## config.mk

```make
export PLATFORM = sky130hd
export DESIGN_NAME = s_axil
export DESIGN_NICKNAME = d
export VERILOG_FILES = /design/src/rtl/s_axil_pkg.sv /design/src/rtl/lfsr_galois32.sv /design/src/rtl/s_axil.sv
export SDC_FILE = /design/constraint.sdc
export NUM_CORES = 1
export LEC_CHECK = 0
export ABC_AREA = 1
export BUFFER_PORTS_ARGS = -buffer_cell sky130_fd_sc_hd__buf_2
export CAP_MARGIN = 25
export CORE_MARGIN = 3
export CORE_UTILIZATION = 40
export DETAILED_ROUTE_END_ITERATION = 12
export PLACE_DENSITY = 0.62
export SLEW_MARGIN = 10
export SYNTH_ARGS = -nofsm -noshare
export SYNTH_HDL_FRONTEND = slang
export SYNTH_SLANG_ARGS = --single-unit
```

## constraint.sdc

```tcl
create_clock -name aclk -period 2.6 [get_ports aclk]
set_input_delay 0.52 -clock aclk [delete_from_list [all_inputs] [get_ports aclk]]
set_output_delay 0.52 -clock aclk [all_outputs]
set_load 0.02 [all_outputs]
```

## src/rtl/s_axil_pkg.sv

```systemverilog
// -----------------------------------------------------------------------------
// s_axil_pkg
//   Shared constants for the s_axil LFSR control block: register byte offsets
//   (as seen on address bits [4:0]), the AXI OKAY response code and the fixed
//   LFSR/data width.
// -----------------------------------------------------------------------------
package s_axil_pkg;

    localparam int DATA_W = 32;

    // Byte offsets within the register window. Only bits [4:2] take part in
    // decoding, so the low two bits of every offset are zero.
    localparam logic [4:0] REG_START = 5'h00;
    localparam logic [4:0] REG_STOP  = 5'h04;
    localparam logic [4:0] REG_SEED  = 5'h08;
    localparam logic [4:0] REG_TAPS  = 5'h0C;
    localparam logic [4:0] REG_LFSR  = 5'h10;

    localparam logic [1:0] RESP_OKAY = 2'b00;

    // Turns a word index taken from addr[4:2] into a byte offset comparable
    // with the REG_* constants.
    function automatic logic [4:0] reg_offset(input logic [2:0] word_idx);
        return {word_idx, 2'b00};
    endfunction

endpackage

```

## src/rtl/lfsr_galois32.sv

```systemverilog
// -----------------------------------------------------------------------------
// lfsr_galois32
//   32-bit Galois LFSR with a synchronous parallel load.
//   Each step shifts left by one; when the bit shifted out (q[31]) is set the
//   tap mask is XORed into the shifted value.
//
//   Ports:
//     clk      in   rising-edge clock
//     rst_n    in   asynchronous active-low reset, clears q
//     load     in   load load_val on the next edge (has priority over step)
//     load_val in   value to load
//     step     in   advance the LFSR by one position
//     taps     in   feedback tap mask
//     q        out  current LFSR value
// -----------------------------------------------------------------------------
module lfsr_galois32
    import s_axil_pkg::*;
(
    input  logic              clk,
    input  logic              rst_n,
    input  logic              load,
    input  logic [DATA_W-1:0] load_val,
    input  logic              step,
    input  logic [DATA_W-1:0] taps,
    output logic [DATA_W-1:0] q
);

    logic [DATA_W-1:0] lfsr_q;
    logic [DATA_W-1:0] lfsr_d;

    always_comb begin
        lfsr_d = lfsr_q;
        if (load) begin
            lfsr_d = load_val;
        end else if (step) begin
            lfsr_d = {lfsr_q[DATA_W-2:0], 1'b0} ^ (lfsr_q[DATA_W-1] ? taps : '0);
        end
    end

    always_ff @(posedge clk or negedge rst_n) begin
        if (!rst_n) begin
            lfsr_q <= '0;
        end else begin
            lfsr_q <= lfsr_d;
        end
    end

    assign q = lfsr_q;

endmodule

```

## src/rtl/s_axil.sv

```systemverilog
// -----------------------------------------------------------------------------
// s_axil
//   AXI4-Lite slave with four control registers driving a programmable 32-bit
//   Galois LFSR whose value is streamed on an AXI4-Stream master port.
//
//   Register map (decoded on addr[4:2]):
//     0x00 start (RW)   0x04 stop (RW)   0x08 seed (RW)   0x0C taps (RW)
//     0x10 lfsr  (RO)   anything else reads 0, writes are dropped (OKAY)
//
//   Ports:
//     aclk, aresetn                 clock, asynchronous active-low reset
//     s_axi_aw* / s_axi_w* / s_axi_b*   AXI-Lite write address/data/response
//     s_axi_ar* / s_axi_r*          AXI-Lite read address/data
//     m_axis_tdata/tvalid/tready    LFSR output stream
//
//   Handshakes: a transfer happens on a rising edge where valid and ready are
//   both high; valid, once raised by this block, stays high with stable data
//   until that edge. AW and W are accepted together in one cycle only when
//   both are valid and the response slot is free or being drained.
// -----------------------------------------------------------------------------
module s_axil
    import s_axil_pkg::*;
#(
    parameter int C_AXIL_DATA_WIDTH = 32,  // only 32 is supported
    parameter int C_AXIL_ADDR_WIDTH = 32
) (
    input  logic                         aclk,
    input  logic                         aresetn,

    input  logic [C_AXIL_ADDR_WIDTH-1:0] s_axi_awaddr,
    input  logic                         s_axi_awvalid,
    output logic                         s_axi_awready,
    input  logic [C_AXIL_DATA_WIDTH-1:0] s_axi_wdata,
    input  logic                         s_axi_wvalid,
    output logic                         s_axi_wready,
    output logic [1:0]                   s_axi_bresp,
    output logic                         s_axi_bvalid,
    input  logic                         s_axi_bready,

    input  logic [C_AXIL_ADDR_WIDTH-1:0] s_axi_araddr,
    input  logic                         s_axi_arvalid,
    output logic                         s_axi_arready,
    output logic [C_AXIL_DATA_WIDTH-1:0] s_axi_rdata,
    output logic [1:0]                   s_axi_rresp,
    output logic                         s_axi_rvalid,
    input  logic                         s_axi_rready,

    output logic [C_AXIL_DATA_WIDTH-1:0] m_axis_tdata,
    output logic                         m_axis_tvalid,
    input  logic                         m_axis_tready
);

    // ------------------------------------------------------------------
    // State
    // ------------------------------------------------------------------
    logic [C_AXIL_DATA_WIDTH-1:0] start_q, start_d;
    logic [C_AXIL_DATA_WIDTH-1:0] stop_q,  stop_d;
    logic [C_AXIL_DATA_WIDTH-1:0] seed_q,  seed_d;
    logic [C_AXIL_DATA_WIDTH-1:0] taps_q,  taps_d;
    logic                         bvalid_q, bvalid_d;
    logic                         rvalid_q, rvalid_d;
    logic [C_AXIL_DATA_WIDTH-1:0] rdata_q,  rdata_d;

    logic [C_AXIL_DATA_WIDTH-1:0] lfsr_val;

    // ------------------------------------------------------------------
    // Write channel
    // ------------------------------------------------------------------
    logic       wr_accept;
    logic [4:0] wr_off;
    logic       seed_wr;

    // Ready is also gated by aresetn so that nothing looks acceptable while
    // the block is held in reset.
    assign wr_accept     = aresetn & s_axi_awvalid & s_axi_wvalid
                         & (~bvalid_q | s_axi_bready);
    assign s_axi_awready = wr_accept;
    assign s_axi_wready  = wr_accept;

    assign wr_off  = reg_offset(s_axi_awaddr[4:2]);
    assign seed_wr = wr_accept & (wr_off == REG_SEED);

    always_comb begin
        start_d = start_q;
        stop_d  = stop_q;
        seed_d  = seed_q;
        taps_d  = taps_q;
        if (wr_accept) begin
            case (wr_off)
                REG_START: start_d = s_axi_wdata;
                REG_STOP:  stop_d  = s_axi_wdata;
                REG_SEED:  seed_d  = s_axi_wdata;
                REG_TAPS:  taps_d  = s_axi_wdata;
                default:   ;  // read-only or unmapped: dropped, still OKAY
            endcase
        end
    end

    // A new accept re-arms the response slot even while the old one drains.
    always_comb begin
        bvalid_d = bvalid_q;
        if (wr_accept) begin
            bvalid_d = 1'b1;
        end else if (s_axi_bready) begin
            bvalid_d = 1'b0;
        end
    end

    // ------------------------------------------------------------------
    // Read channel
    // ------------------------------------------------------------------
    logic       rd_accept;
    logic [4:0] rd_off;

    assign s_axi_arready = aresetn & (~rvalid_q | s_axi_rready);
    assign rd_accept     = s_axi_arvalid & s_axi_arready;
    assign rd_off        = reg_offset(s_axi_araddr[4:2]);

    always_comb begin
        rdata_d  = rdata_q;
        rvalid_d = rvalid_q;
        if (rd_accept) begin
            rvalid_d = 1'b1;
            case (rd_off)
                REG_START: rdata_d = start_q;
                REG_STOP:  rdata_d = stop_q;
                REG_SEED:  rdata_d = seed_q;
                REG_TAPS:  rdata_d = taps_q;
                REG_LFSR:  rdata_d = lfsr_val;
                default:   rdata_d = '0;
            endcase
        end else if (s_axi_rready) begin
            rvalid_d = 1'b0;
        end
    end

    // ------------------------------------------------------------------
    // LFSR control
    // ------------------------------------------------------------------
    logic                         running;
    logic                         lfsr_load;
    logic [C_AXIL_DATA_WIDTH-1:0] lfsr_load_val;
    logic                         lfsr_step;

    // Stop dominates start; both come from registers so a write takes effect
    // one cycle after it is accepted.
    assign running = start_q[0] & ~stop_q[0];

    // While idle the LFSR keeps reloading the seed, so the first beat after
    // (re)starting is always the seed itself. A seed write wins over all.
    assign lfsr_load     = seed_wr | ~running;
    assign lfsr_load_val = seed_wr ? s_axi_wdata : seed_q;
    assign lfsr_step     = running & m_axis_tready;

    lfsr_galois32 u_lfsr (
        .clk      (aclk),
        .rst_n    (aresetn),
        .load     (lfsr_load),
        .load_val (lfsr_load_val),
        .step     (lfsr_step),
        .taps     (taps_q),
        .q        (lfsr_val)
    );

    // ------------------------------------------------------------------
    // Registers
    // ------------------------------------------------------------------
    always_ff @(posedge aclk or negedge aresetn) begin
        if (!aresetn) begin
            start_q  <= '0;
            stop_q   <= '0;
            seed_q   <= '0;
            taps_q   <= '0;
            bvalid_q <= 1'b0;
            rvalid_q <= 1'b0;
            rdata_q  <= '0;
        end else begin
            start_q  <= start_d;
            stop_q   <= stop_d;
            seed_q   <= seed_d;
            taps_q   <= taps_d;
            bvalid_q <= bvalid_d;
            rvalid_q <= rvalid_d;
            rdata_q  <= rdata_d;
        end
    end

    // ------------------------------------------------------------------
    // Outputs
    // ------------------------------------------------------------------
    assign s_axi_bvalid  = bvalid_q;
    assign s_axi_bresp   = RESP_OKAY;
    assign s_axi_rvalid  = rvalid_q;
    assign s_axi_rdata   = rdata_q;
    assign s_axi_rresp   = RESP_OKAY;
    assign m_axis_tdata  = lfsr_val;
    assign m_axis_tvalid = running;

    // Address bits outside [4:2] do not take part in decoding.
    logic unused_addr_bits;
    assign unused_addr_bits = ^{s_axi_awaddr[C_AXIL_ADDR_WIDTH-1:5], s_axi_awaddr[1:0],
                                s_axi_araddr[C_AXIL_ADDR_WIDTH-1:5], s_axi_araddr[1:0]};

endmodule

```

### After elaboration in Yosys (flattened, before gate mapping)

Cells that the tools add are included.

* bits in read-only memories: 0
* memory bits (writable): 0
* latch bits: 0
* memories kept: 0
* register bits after elaboration: 194
* word-level logic and storage cells: 49

* shifts and indexed selects: 0
* divide/modulo/power cells: 0
* equal/unequal tests: 7
* $lt $le $gt $ge: 0
* add/subtract/negate cells: 0
* multiply operators: 0
* reductions and logical operators: 9
* bitwise gates (word level): 16
* mux-type cells: 9

Operators with widths (count)
* 32-bit one-hot mux with 5 select lines: 1
* 32-bit 2-to-1 mux: 4
* 32-bit XOR: 1
* 3-bit by 2-bit == test with 1-bit output (second input constant): 4
* 5-bit logical NOT: 2
* 1-bit bitwise AND: 8
* 2-bit AND reduction: 4
* 3-bit by 1-bit == test with 1-bit output (second input constant): 2
* 2-bit nonzero test: 3
* 1-bit 2-to-1 mux: 4
* 1-bit inverter: 4
* 3-bit == test (second input constant): 1
* 1-bit OR: 3

### Longest topological paths before layout

Gate-level depths: netlist (run 1).

* depth in word-level cells: 6
* depth in mapped cells: 11

### By module

A second synthesis (run 1) with hierarchy kept.

* cell total of the unflattened synthesis: 1261
* area, all modules: 9944.5 µm²

Modules (own cells, without submodules)
* s_axil: cells an instance 925, seq. area each 4053.9 µm², instances 1, area an instance 7856.3 µm²
* lfsr_galois32: cells an instance 336, seq. area each 800.8 µm², instances 1, area an instance 2088.3 µm²

### Worst setup path after synthesis (run 1)

No wires, ideal clock.

* path kind: in2out
* from: input s_axi_wvalid
* to: output s_axi_wready
* path slack: 787 ps
* stages on the path: 4
* path buffers: 2
* arrival time: 1293 ps
* data required time: 2080 ps
* cells stage by stage: nand3_2 > nor2_8 > buf_2 > buf_4

* longest elaborated chain between the ends: 2

Ends and longest elaborated chain
* start: declaration: line s_axil.sv:34 `input logic s_axi_wvalid,`
* 1-bit bitwise AND: line s_axil.sv:75 `assign wr_accept = aresetn & s_axi_awvalid & s_axi_wvalid`
* 1-bit bitwise AND: line s_axil.sv:76 `& (~bvalid_q | s_axi_bready);`
* end: declaration: line s_axil.sv:35 `output logic s_axi_wready,`

No other way between the ends.

### Worst setup path in the final report (run 1)

* from: register bvalid_q (netlist: s_axi_bvalid)
* to: output s_axi_awready

* longest elaborated chain between the ends: 3

Ends and longest elaborated chain
* start: declaration: line s_axil.sv:60 `logic bvalid_q, bvalid_d;`
* start signal: assignment: line s_axil.sv:182 `bvalid_q <= bvalid_d;`
* 1-bit inverter: line s_axil.sv:76
* 1-bit OR: line s_axil.sv:76
* 1-bit bitwise AND: line s_axil.sv:76
* end: declaration: line s_axil.sv:32 `output logic s_axi_awready,`

No other way between the ends.

==> metrics.csv, run 1 <==
stage,metric,value,unit
cts,clk_pin_slew,70,ps
global_routing,gr-usage-met3,3.851,%
critical_path,end_kind,output pin,
place,io_buffers,115,
die,dieArea,0.02634,mm^2
critical_path,endpoint,s_axi_awready,
synthesis,synth_top_area_cell,dfrtp_1,
place,gp_routability_congestion,0.8053,
cts,clk-insertion-delay-late,430,ps
sta,fin_worst_hold_slack,273.5,ps
routing,count_of_unresolved_drc_violations_after_routing,0,
sta,fin_setup_tns,0,ps
sta,min_period_over_period,85.50,%
critical_path,critical_path.reg2reg.startpoint,s_axi_bvalid,
critical_path,critPathLaunchType,flip-flop,
routing,avgViaCountPerCell,5.099,
die,placementRows,56,
cts,cts_resized,0,
critical_path,startpoint_of_the_most_critical_setup_path,s_axi_bvalid,
place,dp_hpwl,18.06,mm
cts,tritoncts.num_buffers,17,
routing,drt.antenna.violating_nets,0,
global_routing,grt_antenna_before_repair,0,
cts,clock_root_buffer,clkbuf_16,
hold_path,hold_path_class,input port to asynchronous set/reset pin,
final_layout,finalNonFillerCells,1693,
synthesis,netlist_top_cells_area,"dfrtp_1, nand2_1, o21ai_0, inv_1, nand3_1",
routing,wire_per_inst,17.26,um
critical_path,worst-setup-path-type,flip-flop to output pin,
sta,max_slew_headroom,27.80,%
global_routing,gr-total-overflow,0,
final_layout,num-fill-cells,2380,
synthesis,post_synth.cell_area_avg,7.681,um^2
routing,dr.first_iter.drc_count,733,
final_layout,mostFrequentLayoutCell,nand2_1,
pwr,p_leak,5.973,nW
synthesis,number_of_standard_cells_after_synthesis,1272,
outcome,status,finished clean,
sta,rsz0062_at_grt,false,
place,placedCellCount,1663,
critical_path,reg2reg_slack,530,ps
global_routing,via_count_of_the_first_global_routing_pass,8454,
global_routing,grt_pass1_wl,46.92,mm
sta,final-setup-viol-count,0,
cts,clkSinkCount,194,
pwr,power.ir.vdd_worst,0.4063,mV
die,chipHeight,162.3,um
sta,finalWorstPathRequiredPeriod,2223,ps
synthesis,synth-seq-area-share,49.69,%
final_layout,drive_gt1_share,14.41,%
pwr,power.density,832.9,mW/mm^2
place,placement.setup.worst_slack,277.7,ps
cts,hold_buffers,0,
synthesis,synth_area,0.009771,mm^2
synthesis,synth_warnings,0,
sta,worstMarginPinSlew,1081,ps
final_layout,diodes,0,
global_routing,grt_use_met2,36.21,%
critical_path,arrival,1700,ps
sta,finalHoldViolations,0,
cts,post-cts-setup-buffers,0,
critical_path,slowest_stage,dfrtp_1,
global_routing,globalRouteTotalUtil,22.86,%
pwr,fin_total_pwr,9.375,mW
final_layout,layout.cells.most_common_list,"nand2_1, dfrtp_1, inv_1",
critical_path,cp_slowest_stage_delay,390,ps
die,start_util,41.13,%
critical_path,worstRegToRegCells,7,
critical_path,crit_path_cell_trace,inv_2 > nor2_4 > nor2_8 > buf_4 > buf_2,
final_layout,area_delta_synth_final,15.20,%
routing,drt_pre_antenna_iters,7,
die,io_pins,178,
global_routing,grt_start_max_net_pins,150,
job,timing.max_cap.violations,0,
cts,cts_buffer_depth,2,
sta,slew_viol_final,0,
global_routing,globalRouteMet1Util,32.38,%
final_layout,utilization_after_layout,47.39,%
final_layout,final_design_area_no_fill,0.01126,mm^2
sta,fin_worst_skew,8.497,ps
synthesis,synth.ff_latch_count,194,
final_layout,final_net_count,1467,
global_routing,gr-max-usage-layer,met2,
synthesis,ys_types,29,
cts,tritoncts,yes,
place,placed_cell_area,0.01064,mm^2
critical_path,crit_path_max_fanout,11,
synthesis,synthDominantCellAreaShare,49.69,%
routing,dr_total_vias,8633,
critical_path,cp_data_required_time,2080,ps
die,die_width,162.3,um
sta,setup_slack,377.1,ps
sta,max_clock_freq,449.9,MHz
die,core_area,0.02375,mm^2
routing,postRouteWirelength,29.22,mm
cts,number_of_levels_the_h_tree_was_split_into,4,
critical_path,r2r_end,u_lfsr.q[13],
==> metal layers <==
metal / vias to the layer above / wire length, um
li1: 4184 / -
met1: 4102 / 13420
met2: 302 / 13380
met3: 45 / 1892
met4: 0 / 529
met5: - / 0
==> cells in the mapped netlist <==
library cell	instances
inv_1	135
dfrtp_1	194
o21a_1	1
nand3_2	3
buf_4	15
and2_1	2
o21ai_1	42
nand2_4	2
nor2_4	4
o21ai_0	133
nor2_1	37
xor2_1	15
nand2_1	463
nand3_4	1
a21oi_1	1
conb_1	1
nor2_8	2
nand2_2	4
a21oi_4	1
inv_2	4
nor3_2	1
buf_6	4
xnor2_1	15
nand3_1	83
nand4_1	49
clkbuf_1	26
buf_2	29
inv_4	1
buf_1	4
==> kinds of logic (layout without fill, tap and decap cells) <==
| group | Yosys count | after routing | synth area share, % |
|---|---|---|---|
| buffers and inverters | 218 | 317 | 9.655 |
| and+or+nand+nor | 651 | 651 | 28.67 |
| xor gates and xnor gates | 30 | 30 | 2.689 |
| AOI/OAI and AO/OA | 178 | 178 | 9.259 |
| DFF | 194 | 194 | 49.69 |
| other | 1 | 4 | 0.03838 |
==> worst min-delay path by stage <==
| stage | startpoint | slack (ps) | to | depth (start not counted) |
|---|---|---|---|---|
| after floorplan | aresetn | 220 | s_axi_bvalid | 0 |
| after global placement | s_axi_rdata[24] | 460 | s_axi_rdata[24] | 2 |
| after detailed placement | s_axi_rdata[3] | 460 | s_axi_rdata[3] | 2 |
| after CTS | s_axi_rready | 260 | s_axi_rvalid | 2 |
| after global routing | s_axi_rready | 300 | s_axi_rvalid | 2 |
| final | aresetn | 270 | u_lfsr.q[26] | 2 |
==> critical path, delay by kind of cell, from the launching register on <==
kind                   cells  cell delay, ps
AND/OR/NAND/NOR            2             320
flip-flops                 1             390
buffers and inverters      3             550
==> flip-flops by register name (all words and copies together), names as in the netlist <==
signal,count
stop_q,32
s_axi_rvalid,1
seed_q,32
u_lfsr.q,32
s_axi_rdata,32
s_axi_bvalid,1
start_q,32
taps_q,32
==> layout make-up <==
class	count	area, um^2	share of cell area (%)
tap	319	399.1	3.546
multi-input combinational	863	3984	35.39
inverter	140	528.0	4.691
sequential	194	4855	43.13
clock inverter	9	155.1	1.378
clock buffer	21	460.4	4.091
timing repair buffer	147	874.6	7.770
==> where the power goes <==
part | leakage, nW | internal (mW) | switching [mW]
registers | 2.52 | 3.65 | 0.515
logic | 3.15 | 0.847 | 1.54
clock network | 0.299 | 1.66 | 1.16
Note: power is estimated with default switching activity, not from simulation.
==> run 2: changes to the inputs <==
Settings changed: CELL_PAD_IN_SITES_DETAIL_PLACEMENT set to 0, CELL_PAD_IN_SITES_GLOBAL_PLACEMENT set to 1, PLACE_DENSITY 0.62 to 0.8.
==> metrics.csv, run 2 (synthesized netlist as in run 1, its figures left out) <==
stage,metric,value,unit,change
global_routing,via_count_of_the_first_global_routing_pass,8178,,was 8454
global_routing,grt_antenna_before_repair,0,,unchanged
cts,number_of_levels_the_h_tree_was_split_into,4,,unchanged
critical_path,worstRegToRegCells,7,,unchanged
sta,max_slew_headroom,29.16,%,was 27.80%
die,start_util,41.13,%,unchanged
sta,setup_slack,412.0,ps,was 377.1 ps
global_routing,gr-total-overflow,0,,unchanged
critical_path,cp_data_required_time,2080,ps,about the same
sta,fin_setup_tns,0,ps,unchanged
routing,count_of_unresolved_drc_violations_after_routing,0,,unchanged
cts,cts_resized,0,,unchanged
critical_path,crit_path_cell_trace,inv_2 > nor2_4 > nor2_8 > buf_4 > buf_2,,unchanged
sta,min_period_over_period,84.15,%,was 85.50%
place,placement.setup.worst_slack,228.4,ps,was 277.7 ps
pwr,p_int,5.953,mW,was 6.154 mW
cts,tritoncts.num_buffers,17,,unchanged
pwr,power.ir.vdd_worst,0.3755,mV,was 0.4063 mV
critical_path,crit_family,buffers and inverters,,unchanged
critical_path,cp_slowest_stage_delay,400,ps,was 390 ps
final_layout,area_delta_synth_final,14.61,%,was 15.20%
pwr,seqPwrFrac,45.2,%,was 44.5%
cts,tritoncts,yes,,unchanged
sta,slew_viol_final,0,,unchanged
global_routing,globalRouteTotalUtil,22.84,%,was 22.86%
routing,avgViaCountPerCell,5.057,,was 5.099
sta,finalWorstPathRequiredPeriod,2188,ps,was 2223 ps
critical_path,end_kind,output pin,,unchanged
die,core_area,0.02375,mm^2,unchanged
place,gp_routability_congestion,0.7907,,was 0.8053
pwr,p_leak,5.932,nW,was 5.973 nW
die,chipHeight,162.3,um,unchanged
sta,fin_worst_hold_slack,112.8,ps,was 273.5 ps
critical_path,startpoint_of_the_most_critical_setup_path,s_axi_bvalid,,unchanged
routing,drt.antenna.violating_nets,0,,unchanged
final_layout,utilization_after_layout,47.14,%,was 47.39%
critical_path,endpoint,s_axi_awready,,unchanged
outcome,status,finished clean,,unchanged
place,io_buffers,115,,unchanged
routing,postRouteWirelength,29.48,mm,was 29.22 mm
die,die_width,162.3,um,unchanged
die,placementRows,56,,unchanged
pwr,power_switching_share,35.00,%,was 34.35%
critical_path,critPathLaunchType,flip-flop,,unchanged
pwr,net-switching-power,3.205,mW,was 3.221 mW
die,io_pins,178,,unchanged
critical_path,r2r_end,u_lfsr.q[20],,was u_lfsr.q[13]
final_layout,mostFrequentLayoutCell,nand2_1,,unchanged
final_layout,num-fill-cells,2415,,was 2380
cts,cts_buffer_depth,2,,unchanged
job,timing.max_cap.violations,0,,unchanged
cts,clkSinkCount,194,,unchanged
final_layout,diodes,0,,unchanged
place,dp_hpwl,17.72,mm,was 18.06 mm
sta,fin_worst_skew,7.778,ps,was 8.497 ps
global_routing,grt_start_max_net_pins,116,,was 150
pwr,power.density,817.8,mW/mm^2,was 832.9 mW/mm^2
final_layout,final_net_count,1465,,was 1467
critical_path,worst-path-stages,5,,unchanged
critical_path,slowest_stage,dfrtp_1,,unchanged
sta,final-setup-viol-count,0,,unchanged
routing,wire_per_inst,17.42,um,was 17.26 um
routing,drt_pre_antenna_iters,5,,was 7
critical_path,crit_path_max_fanout,12,,was 11
sta,worstMarginPinSlew,1060,ps,was 1081 ps
cts,clk-insertion-delay-late,430,ps,about the same
cts,hold_buffers,0,,unchanged
cts,clock_root_buffer,clkbuf_16,,unchanged
sta,finalHoldViolations,0,,unchanged
pwr,power.clock.fraction,28.6,%,was 30.0%
cts,clk_pin_slew,70,ps,about the same
critical_path,worst-setup-path-type,flip-flop to output pin,,unchanged
global_routing,grt_pass1_wl,46.44,mm,was 46.92 mm
die,dieArea,0.02634,mm^2,unchanged
critical_path,reg2reg_slack,520,ps,was 530 ps
sta,rsz0062_at_grt,false,,unchanged
critical_path,critPathBufInv,3,,unchanged
pwr,comb_power_share,26.2,%,was 25.5%
routing,dr_total_vias,8556,,was 8633
hold_path,hold_path_class,input port to asynchronous set/reset pin,,unchanged
critical_path,arrival,1670,ps,was 1700 ps
sta,max_clock_freq,457.0,MHz,was 449.9 MHz
final_layout,drive_gt1_share,14.20,%,was 14.41%
final_layout,layout.cells.most_common_list,"nand2_1, dfrtp_1, inv_1",,unchanged
routing,dr.first_iter.drc_count,800,,was 733
critical_path,critical_path.reg2reg.startpoint,s_axi_bvalid,,unchanged
cts,post-cts-setup-buffers,0,,unchanged
[run 2: cell count changes in the layout (fill, tap and decap cells not counted)]
cell / previous run / this run
clkinv_2: 2 / 1
clkbuf_1: 2 / 4
bufinv_16: 4 / 2
buf_4: 28 / 26
clkinv_4: 1 / 2
inv_6: 1 / 0
clkinvlp_4: 1 / 3
[run 2: layout make-up]
cell class                      count  area (um^2)  area share [%]
Multi-Input combinational cell    863         3984           35.58
Inverter                          140        528.0           4.715
Clock buffer                       23        467.9           4.179
Clock inverter                      8        105.1          0.9386
Tap cell                          319        399.1           3.564
Sequential cell                   194         4855           43.35
Timing Repair Buffer              145        859.6           7.676
[run 2: stage by stage]
stage / cells / area, um^2 / power [mW]
5_1_grt: 1692 / 11200 / 9.734
3_5_place_dp: 1661 / 10630 / 6.600
3_3_place_gp: 1661 / 10630 / 6.561
2_1_floorplan: 1275 / 9782 / 5.713
4_1_cts: 1692 / 11200 / 9.229
6_report: 1692 / 11200 / 9.158
[run 2: worst min path at each step]
stage / slack [ps] / start / endpoint
3_3_place_gp: 460 / s_axi_rdata[16] / s_axi_rdata[16]
5_1_grt: 130 / aresetn / s_axi_rdata[8]
6_report: 110 / aresetn / start_q[4]
4_1_cts: 110 / aresetn / start_q[4]
2_1_floorplan: 220 / aresetn / s_axi_bvalid
3_5_place_dp: 460 / s_axi_rdata[25] / s_axi_rdata[25]
[run 2: worst reg2reg max path, cell delays in order, from the launching register on]
cell     delay, ps
dfrtp_1        370
inv_2           60
nor2_4         150
nor2_8         100
a21oi_4        840
o21ai_0        280
nand2_1        130
nand2_1         50
[run 2: metal layers]
layer / GRT usage (%) / up-vias / share of wire [%]
li1: - / 4188 / -
met1: 33.34 / 4047 / 47
met2: 35.37 / 281 / 46
met3: 3.494 / 40 / 5.6
met4: 6.514 / 0 / 1.9
met5: 0 / - / 0
[run 2: power by group through the flow]
stage                     clock network [mW]  registers [mW]  logic (mW)
after floorplan                            0            4.40        1.31
after global placement                     0            4.18        2.38
after detailed placement                   0            4.19        2.41
after CTS                               2.67            4.14        2.42
after global routing                    2.79            4.23        2.72
final                                   2.62            4.14        2.40
==> run 3: changes to the inputs <==
Settings changed: CORE_UTILIZATION 40 to 37, PLACE_DENSITY 0.8 to 0.78.
Clock period 2.6 ns to 1.9 ns, I/O delays scaled along.
==> metrics.csv, run 3 (synthesized netlist as in run 1, its figures left out) <==
stage,metric,value,unit,change
critical_path,crit_path_frequent_cell,inv_1,,
die,chipHeight,168.5,um,was 162.3 um
critical_path,crit_path_cell_trace,inv_1 > nand2_1 > inv_1 > buf_2,,was inv_2 > nor2_4 > nor2_8 > buf_4 > buf_2
sta,rsz0062_at_grt,false,,unchanged
sta,finalHoldViolations,0,,unchanged
routing,dr.first_iter.drc_count,591,,was 800
global_routing,grt_pass1_wl,47.73,mm,was 46.44 mm
cts,clk-insertion-delay-late,440,ps,was 430 ps
critical_path,critPathBufInv,3,,unchanged
outcome,status,finished clean,,unchanged
pwr,power.density,1137,mW/mm^2,was 817.8 mW/mm^2
pwr,power.ir.vdd_worst,0.5215,mV,was 0.3755 mV
final_layout,final_design_area_no_fill,0.01149,mm^2,was 0.01120 mm^2
cts,number_of_levels_the_h_tree_was_split_into,4,,unchanged
routing,drt.antenna.violating_nets,0,,unchanged
hold_path,hold_path_startpoint,s_axi_rready,,
die,dieArea,0.02839,mm^2,was 0.02634 mm^2
sta,max_clock_freq,573.3,MHz,
critical_path,r2r_end,u_lfsr.q[24],,was u_lfsr.q[20]
global_routing,globalRouteMet1Util,30.81,%,was 33.34%
final_layout,layout.cells.most_common_list,"nand2_1, dfrtp_1, inv_1",,unchanged
critical_path,cp_data_required_time,1520,ps,was 2080 ps
place,io_buffers,115,,unchanged
place,placed_cell_area,0.01083,mm^2,was 0.01063 mm^2
cts,clkSinkCount,194,,unchanged
hold_path,hold_depth,2,,
routing,drt_pre_antenna_iters,5,,unchanged
sta,slew_viol_final,0,,unchanged
hold_path,worstHoldEndpoint,s_axi_rvalid,,
final_layout,area_delta_synth_final,17.65,%,was 14.61%
cts,clk_pin_slew,70,ps,about the same
routing,dr_total_vias,8623,,was 8556
critical_path,critPathLaunchType,flip-flop,,unchanged
sta,fin_worst_skew,14.95,ps,was 7.778 ps
global_routing,via_count_of_the_first_global_routing_pass,8414,,was 8178
sta,min_period_over_period,91.81,%,
global_routing,gr-usage-met3,3.550,%,was 3.494%
die,core_area,0.02554,mm^2,was 0.02375 mm^2
die,io_pins,178,,unchanged
global_routing,grt_start_max_net_pins,130,,was 116
cts,cts_buffer_depth,2,,unchanged
sta,max_slew_headroom,43.66,%,was 29.16%
critical_path,critical_path.reg2reg.startpoint,s_axi_bvalid,,unchanged
global_routing,grt_use_met2,34.33,%,was 35.37%
die,start_util,38.25,%,was 41.13%
sta,fin_setup_tns,0,ps,unchanged
global_routing,grt_antenna_before_repair,0,,unchanged
sta,worstMarginPinSlew,845.1,ps,was 1060 ps
cts,tritoncts,yes,,unchanged
pwr,p_leak,6.077,nW,was 5.932 nW
sta,finalWorstPathRequiredPeriod,1744,ps,
final_layout,drive_gt1_share,15.17,%,was 14.20%
place,gp_routability_congestion,0.7895,,was 0.7907
die,die_width,168.5,um,was 162.3 um
global_routing,gr-max-usage-layer,met2,,unchanged
final_layout,num-fill-cells,2658,,was 2415
place,dp_hpwl,18.66,mm,was 17.72 mm
final_layout,mostFrequentLayoutCell,nand2_1,,unchanged
critical_path,slowest_stage,dfrtp_1,,unchanged
final_layout,final_net_count,1477,,was 1465
hold_path,hold_path_class,input port to flip-flop,,was input port to asynchronous set/reset pin
critical_path,startpoint_of_the_most_critical_setup_path,stop_q[0],,was s_axi_bvalid
routing,wire_per_inst,17.51,um,was 17.42 um
cts,clock_root_buffer,clkbuf_16,,unchanged
global_routing,globalRouteTotalUtil,21.52,%,was 22.84%
critical_path,end_kind,output pin,,unchanged
critical_path,arrival,1360,ps,was 1670 ps
critical_path,worst-setup-path-type,flip-flop to output pin,,unchanged
global_routing,gr-total-overflow,0,,unchanged
critical_path,reg2reg_slack,200,ps,was 520 ps
routing,avgViaCountPerCell,5.031,,was 5.057
critical_path,worstRegToRegCells,10,,was 7
critical_path,crit_path_max_fanout,3,,was 12
job,timing.max_cap.violations,0,,unchanged
cts,tritoncts.num_buffers,17,,unchanged
routing,count_of_unresolved_drc_violations_after_routing,0,,unchanged
routing,postRouteWirelength,30.02,mm,was 29.48 mm
final_layout,diodes,0,,unchanged
critical_path,crit_family,buffers and inverters,,unchanged
die,placementRows,58,,was 56
sta,final-setup-viol-count,0,,unchanged
critical_path,cp_slowest_stage_delay,380,ps,was 400 ps
==> run 3: changes by cell type in the layout (fill, tap and decap cells not counted) <==
cell and delta:
buf_4 +3, inv_6 +2, buf_12 +9, bufinv_16 +3, clkinv_2 -1, clkinvlp_4 -1
clkbuf_1 -4
==> run 3: area by class of cell <==
class	instances	area, um^2	share of cell area, %
clock buffers	19	452.9	3.940
clock inverters	11	200.2	1.742
inverters	140	528.0	4.593
multi-input cells	863	3984	34.66
flip-flops and latches	194	4855	42.23
well taps	330	412.9	3.592
repair buffers	157	1062	9.241
==> run 3: what timing repair did <==
| item | in CTS | in global routing |
|---|---|---|
| setup buffers | 0 | 2 |
| setup endpoints to repair | 0 | 2 |
| resized for setup | 0 | 0 |
| hold buffers | 0 | 0 |
==> run 3: power breakdown <==
part	internal, mW	switching, mW	total, mW	leakage (nW)
combinational	1.19	2.17	3.36	3.24
clock	2.41	1.64	4.04	0.312
sequential	5.00	0.664	5.66	2.52
==> run 3: layer usage <==
layer | vias up | wire length [um] | part of all wire (%)
met1 | 4140 | 14220 | 47
met5 | - | 0 | 0
met2 | 238 | 13700 | 46
met4 | 0 | 455 | 1.5
met3 | 32 | 1644 | 5.5
li1 | 4213 | - | -
==> run 3: worst max path at each step <==
stage / end / slack [ps] / cells after the start
5_1_grt: m_axis_tvalid / 60 / 4
4_1_cts: s_axi_awready / 30 / 4
3_3_place_gp: u_lfsr.q[18] / 160 / 9
2_1_floorplan: s_axi_wready / 300 / 5
3_5_place_dp: u_lfsr.q[18] / 140 / 9
6_report: m_axis_tvalid / 160 / 4
==> run 3: stage by stage <==
stage          setup WS (ps)  instances  hold WS [ps]  util, %  power [mW]
4_1_cts                31.13       1712         120.9    44.94       13.16
6_report               155.6       1714         137.0    45.00       13.07
5_1_grt                58.73       1714         125.4    45.00       13.85
3_5_place_dp           143.0       1682         462.3    42.38       9.100
3_3_place_gp           163.8       1682         459.7    42.38       9.051
2_1_floorplan          301.5       1275         84.41        -       7.817
